===== config.mk =====
export PLATFORM = sky130hd
export DESIGN_NAME = multi_logic_pipe
export DESIGN_NICKNAME = d
export VERILOG_FILES = /design/src/rtl/multi_logic_pkg.sv /design/src/rtl/pipe_stage.sv /design/src/rtl/multi_logic_pipe.sv
export SDC_FILE = /design/constraint.sdc
export NUM_CORES = 1
export LEC_CHECK = 0
export CELL_PAD_IN_SITES_DETAIL_PLACEMENT = 1
export CELL_PAD_IN_SITES_GLOBAL_PLACEMENT = 2
export CORE_MARGIN = 3
export CORE_UTILIZATION = 32
export CTS_BUF_LIST = sky130_fd_sc_hd__clkbuf_8
export DETAILED_ROUTE_END_ITERATION = 8
export GPL_TIMING_DRIVEN = 0
export MAX_ROUTING_LAYER = met4
export PLACE_DENSITY_LB_ADDON = 0.1
export SYNTH_ARGS = -nofsm -noshare
export SYNTH_HDL_FRONTEND = slang
export SYNTH_SLANG_ARGS = --single-unit

===== constraint.sdc =====
create_clock -name clk -period 5.7 [get_ports clk]
set_input_delay 1.14 -clock clk [delete_from_list [all_inputs] [get_ports clk]]
set_output_delay 1.14 -clock clk [all_outputs]
set_load 0.02 [all_outputs]

===== src/rtl/multi_logic_pkg.sv =====
// Shared definitions for multi_logic_pipe: op encodings and per-op helpers.
// Optional feature macro used by the top: MULTI_LOGIC_PIPE_PARITY_EN.
package multi_logic_pkg;

  // Function select; encodings 6 and 7 are illegal.
  typedef enum logic [2:0] {
    OP_AND  = 3'd0,
    OP_OR   = 3'd1,
    OP_XOR  = 3'd2,
    OP_NAND = 3'd3,
    OP_NOR  = 3'd4,
    OP_XNOR = 3'd5
  } op_e;

  localparam logic [2:0] OP_ILLEGAL_MIN = 3'd6;

  // Per-bit identity of the underlying reduction: 1 for AND/NAND, 0 otherwise.
  // Ops are bitwise, so the full-width identity is this bit replicated.
  function automatic logic op_identity(input logic [2:0] op);
    return (op == OP_AND) || (op == OP_NAND);
  endfunction

  // True for ops that invert the reduced value.
  function automatic logic op_inverts(input logic [2:0] op);
    return (op == OP_NAND) || (op == OP_NOR) || (op == OP_XNOR);
  endfunction

endpackage


===== src/rtl/pipe_stage.sv =====
// Generic valid/ready payload register; loads when empty or when downstream
// accepts. Ready is combinational so stalls propagate upstream in one cycle.
// Ports: clk, rst (async active-low), valid_i/ready_o/data_i upstream side,
//        valid_o/ready_i/data_o downstream side.
module pipe_stage #(
  parameter int unsigned W = 8
) (
  input  logic         clk,
  input  logic         rst,
  input  logic         valid_i,
  output logic         ready_o,
  input  logic [W-1:0] data_i,
  output logic         valid_o,
  input  logic         ready_i,
  output logic [W-1:0] data_o
);

  logic         valid_q, valid_d;
  logic [W-1:0] data_q, data_d;
  logic         load;

  // Next-state: payload only changes when a new item is captured.
  always_comb begin
    load    = !valid_q || ready_i;
    valid_d = valid_q;
    data_d  = data_q;
    if (load) begin
      valid_d = valid_i;
      if (valid_i) data_d = data_i;
    end
  end

  always_ff @(posedge clk or negedge rst) begin
    if (!rst) begin
      valid_q <= 1'b0;
      data_q  <= '0;
    end else begin
      valid_q <= valid_d;
      data_q  <= data_d;
    end
  end

  assign ready_o = load;
  assign valid_o = valid_q;
  assign data_o  = data_q;

endmodule


===== src/rtl/multi_logic_pipe.sv =====
// Two-stage valid/ready pipeline computing a selectable bitwise function over
// up to NUM_OPERANDS masked WIDTH-bit operands. S1 holds op/mask/data, S2 holds
// result and flags. Optional feature: MULTI_LOGIC_PIPE_PARITY_EN adds out_parity.
// Ports: clk, rst (async active-low), in_valid/in_ready/in_op/in_mask/in_data,
//        out_valid/out_ready/out_y/out_zero/out_err [/out_parity].
module multi_logic_pipe
  import multi_logic_pkg::*;
#(
  parameter int unsigned WIDTH        = 8,
  parameter int unsigned NUM_OPERANDS = 4
) (
  input  logic                          clk,
  input  logic                          rst,
  input  logic                          in_valid,
  output logic                          in_ready,
  input  logic [2:0]                    in_op,
  input  logic [NUM_OPERANDS-1:0]       in_mask,
  input  logic [NUM_OPERANDS*WIDTH-1:0] in_data,
  output logic                          out_valid,
  input  logic                          out_ready,
  output logic [WIDTH-1:0]              out_y,
  output logic                          out_zero,
`ifdef MULTI_LOGIC_PIPE_PARITY_EN
  output logic                          out_parity,
`endif
  output logic                          out_err
);

  localparam int unsigned DATA_W = NUM_OPERANDS * WIDTH;
  localparam int unsigned S1_W   = 3 + NUM_OPERANDS + DATA_W;
`ifdef MULTI_LOGIC_PIPE_PARITY_EN
  localparam int unsigned S2_W   = WIDTH + 3;
`else
  localparam int unsigned S2_W   = WIDTH + 2;
`endif

  logic [S1_W-1:0]         s1_q;
  logic                    s1_valid;
  logic                    s2_ready;
  logic [2:0]              s1_op;
  logic [NUM_OPERANDS-1:0] s1_mask;
  logic [DATA_W-1:0]       s1_data;
  logic [WIDTH-1:0]        operand;
  logic [WIDTH-1:0]        y_c;
  logic                    err_c;
  logic [S2_W-1:0]         s2_d;
  logic [S2_W-1:0]         s2_q;

  pipe_stage #(.W(S1_W)) u_s1 (
    .clk     (clk),
    .rst     (rst),
    .valid_i (in_valid),
    .ready_o (in_ready),
    .data_i  ({in_op, in_mask, in_data}),
    .valid_o (s1_valid),
    .ready_i (s2_ready),
    .data_o  (s1_q)
  );

  assign s1_op   = s1_q[S1_W-1 -: 3];
  assign s1_mask = s1_q[DATA_W +: NUM_OPERANDS];
  assign s1_data = s1_q[DATA_W-1:0];

  // Reduce masked operands; disabled slots contribute the op identity.
  always_comb begin
    operand = '0;
    y_c     = {WIDTH{op_identity(s1_op)}};
    err_c   = (s1_op >= OP_ILLEGAL_MIN);
    for (int i = 0; i < NUM_OPERANDS; i++) begin
      operand = s1_mask[i] ? s1_data[i*WIDTH +: WIDTH] : {WIDTH{op_identity(s1_op)}};
      case (s1_op)
        OP_AND, OP_NAND: y_c = y_c & operand;
        OP_OR,  OP_NOR:  y_c = y_c | operand;
        default:         y_c = y_c ^ operand;
      endcase
    end
    if (op_inverts(s1_op)) y_c = ~y_c;
    if (err_c)             y_c = '0;
  end

`ifdef MULTI_LOGIC_PIPE_PARITY_EN
  assign s2_d = {err_c, (y_c == '0), ^y_c, y_c};
`else
  assign s2_d = {err_c, (y_c == '0), y_c};
`endif

  pipe_stage #(.W(S2_W)) u_s2 (
    .clk     (clk),
    .rst     (rst),
    .valid_i (s1_valid),
    .ready_o (s2_ready),
    .data_i  (s2_d),
    .valid_o (out_valid),
    .ready_i (out_ready),
    .data_o  (s2_q)
  );

  assign out_y    = s2_q[WIDTH-1:0];
  assign out_err  = s2_q[S2_W-1];
  assign out_zero = s2_q[S2_W-2];
`ifdef MULTI_LOGIC_PIPE_PARITY_EN
  assign out_parity = s2_q[WIDTH];
`endif

endmodule


==> metrics.md <==
| Metric | Value |
|---|---|
| Status | complete, no violations |
| Final WS setup | 0.2113 ns |
| Largest net degree at the start of global routing | 31 |
| Antenna diode count | 0 |
| CP Max Fanout | 8 |
| Final nets | 754 |
| Max-Cap Viols | 0 |
| Cell count after synthesis | 569 |
| Max Clk Rate | 0.1822 GHz |
| # rows | 44 |
| Clk pin slew, worst setup/hold paths | 0.11 ns |
| Post-DR wirelength/cell | 19.74 um |
| Met2 Track Usage GR | 0.3463 |
| CTS tree | yes |
| Share of cells above drive strength 1 | 0.2114 |
| Synth Cell Area | 4835 sq um |
| Hold Slack | 0.4913 ns |
| GPL Wtd Cong | 0.8228 |
| Crit path capture type | register |
| Met3 Use GR | 0.02532 |
| Clock sinks | 51 |
| Clk root buf | clkbuf_8 |
| Hold buffer count at cts | 0 |
| HP Class | reg2reg |
| Min cycle time layout | 5.489 ns |
| RR Endpoint | u_s2.data_o[8] |
| Worst VDD drop | 138.9 uV |
| Final antenna-violating net count | 0 |
| Port Buffer Count | 54 |
| Final Hold Vio Count | 0 |
| CTS buffer count | 5 |
| Net count after synthesis | 676 |
| Register area share after synthesis | 0.2640 |
| DR DRC count | 0 |
| YS warnings | 0 |
| FF-to-FF setup slack | 0.21 ns |
| Post-synth EDFFs | 0 |
| Cells taking the most area after synthesis | dfrtp_1 (26%), ha_1 (17%), mux2_2 (11%) |
| Slew headroom | 0.4004 |
| Gr busiest metal | met2 |
| I/O pin count | 55 |
| Initial antenna violation count | 0 |
| Maximum buffer depth of the clock tree | 2 |
| Critical path class | reg2reg |
| Share of Yosys cell area claimed by the top area cell type | 0.2640 |
| PwrDens | 366.7 nW/um^2 |
| Most frequent cells after synthesis | ha_1 (64), a21oi_1 (61), nand2_1 (57), dfrtp_1 (51), mux2_2 (48) |
| #FFs+latches synth | 51 |
| Hold Path Origin | u_s2.data_o[7] |
| Die width | 128.9 um |
| CP Launch Type | register |
| CP Data Arrival Time | 5.74 ns |
| Drt pass-1 iters | 4 |
| Via-per-instance ratio | 5.413 |
| Core area | 14,640 sq um |
| First-pass GRT wire length | 25,900 um |
| Die area | 16,620 sq um |
| Final setup vio count | 0 |
| Hold path endpoint | u_s2.data_o[7] |
| Worst-Margin Slew | 0.8995 ns |
| Post-layout util | 0.4169 |
| Most frequently used flop master after synthesis | dfrtp_1 |
| M1 GR Usage | 0.2637 |
| Global route overflow | 0 |
| Skew-Pair Late Insertion Delay | 0.34 ns |
| Crit Reg-Reg Startpoint | u_s1.data_o[36] |
| Worst R2R Path Depth | 29 |
| Asr flop ratio synth | 1.000 |
| Final Slew Violations | 0 |
| Total power draw | 0.002238 W |
| Post-Place Worst Slack | -1.027 ns |
| WL final | 16,420 um |
| Synthesized area per cell | 8.497 sq um |
| Unique cell type count in the Yosys netlist | 43 |
| Min-Delay Path Depth | 2 |
| Area Growth Syn to Fin | 26.27% |
| Leak pwr | 2.835 nW |
| Total track usage | 0.2068 |
| Dpl hpwl | 12,390 um |
| Vias in the first global route | 4,788 |
| Fin crit share | 0.9629 |
| Starting Density | 0.3301 |
| Most frequent cell after synthesis | ha_1 |
| DRT iter0 DRCs | 187 |
| Crit path largest cell delay | 0.51 ns |
| H-tree depth | 2 |
| Fin Clk Skew | 0.01350 ns |
| Post-synth top area cell | dfrtp_1 |
| Via count | 4,504 |
| Die height | 128.9 um |
| Critical Path Slowest Stage Cell | or4_1 |
| Worst EP required | 5.95 ns |
-- sequential cells by signal (all words and copies together), names as in the netlist --
register,cells
u_s2.data_o,10
u_s1.valid_o,1
u_s2.valid_o,1
u_s1.data_o,39
-- cell type report --
cell class	count	area, sq um
well taps	184	230.2
flip-flops and latches	51	1277
plain buffers	42	225.2
fillers	1744	8539
repair buffers	71	675.6
inverters	23	92.59
multi-input cells	453	3515
clock buffers	5	68.82
clock inverters	3	20.02
-- metrics by stage --
step | cell area, sq um | setup TNS [ns] | std cells
final | 6105 | 0 | 832
after global placement | 5605 | -2.274 | 807
after CTS | 5822 | 0 | 821
after floorplan | 4835 | 0 | 569
after detailed placement | 5620 | -3.364 | 808
after global routing | 6105 | -0.02644 | 832
-- cells by family (layout without fill, tap and decap cells) --
| kind of cell | count (synthesis) | after routing | synth area share |
|---|---|---|---|
| mux | 58 | 58 | 0.1335 |
| simple gates | 154 | 154 | 0.1478 |
| flops | 51 | 51 | 0.2640 |
| buf+inv | 65 | 144 | 0.05978 |
| fa+ha+maj | 64 | 64 | 0.1656 |
| compound gates | 177 | 177 | 0.2293 |
-- worst max path at each step --
stage / to / start / cells after the start / slack [ns]
6_report: u_s2.data_o[8] / u_s1.data_o[36] / 29 / 0.21
3_5_place_dp: u_s2.data_o[8] / u_s1.data_o[37] / 30 / -1.03
2_1_floorplan: u_s2.data_o[8] / u_s1.data_o[37] / 28 / 0.14
3_3_place_gp: u_s2.data_o[8] / u_s1.data_o[38] / 29 / -0.92
5_1_grt: u_s2.data_o[8] / u_s1.data_o[36] / 29 / -0.03
4_1_cts: u_s2.data_o[8] / u_s1.data_o[36] / 29 / 0.002
-- power by group --
group,switching [W],internal (W)
logic,0.000831,0.000701
clock network,0.000141,0.0000859
registers,0.0000481,0.000431
total,0.00102,0.00122
-- what timing repair did --
| item | CTS | global route |
|---|---|---|
| pin swaps | 6 | 26 |
| cloned | 0 | 1 |
| endpoints found under the setup margin | 9 | 2 |
| setup buffers | 5 | 10 |
| gates resized for setup | 18 | 44 |
-- per-layer routing --
| layer | up-vias | wire [um] |
|---|---|---|
| met4 | 0 | 148 |
| met2 | 67 | 8206 |
| met1 | 2254 | 7582 |
| met3 | 14 | 485 |
| met5 | - | 0 |
| li1 | 2169 | - |
-- worst max-delay path: cells and delay by family (launching register included) --
kind                     cells  cell delay [ns]
AO/OA/AOI/OAI                6             0.94
adder cells (fa/ha/maj)      4             0.82
buffers and inverters        4             0.49
flip-flops                   1             0.42
multiplexers                 2             0.55
AND/OR/NAND/NOR             13             2.17
-- placed cells by master (no fill, tap or decap), types with 7 or more instances in the layout --
master           Yosys  final
buf_4                7     20
a21oi_1             61     56
or3_1                9      8
o22ai_1             10     10
a21o_1              41     41
dfrtp_1             51     50
clkdlybuf4s50_1      0     53
ha_1                64     55
inv_1               23     21
nand2_1             57     55
buf_2                9      9
clkbuf_1            22     21
o21ai_0             34     32
a211o_1              8      8
mux2i_1              9      8
mux2_2              48     47
nand2b_1            15     14
nor2_1              47     44
a211oi_1             9      7
No activity file was read; power rests on OpenSTA's default activity.
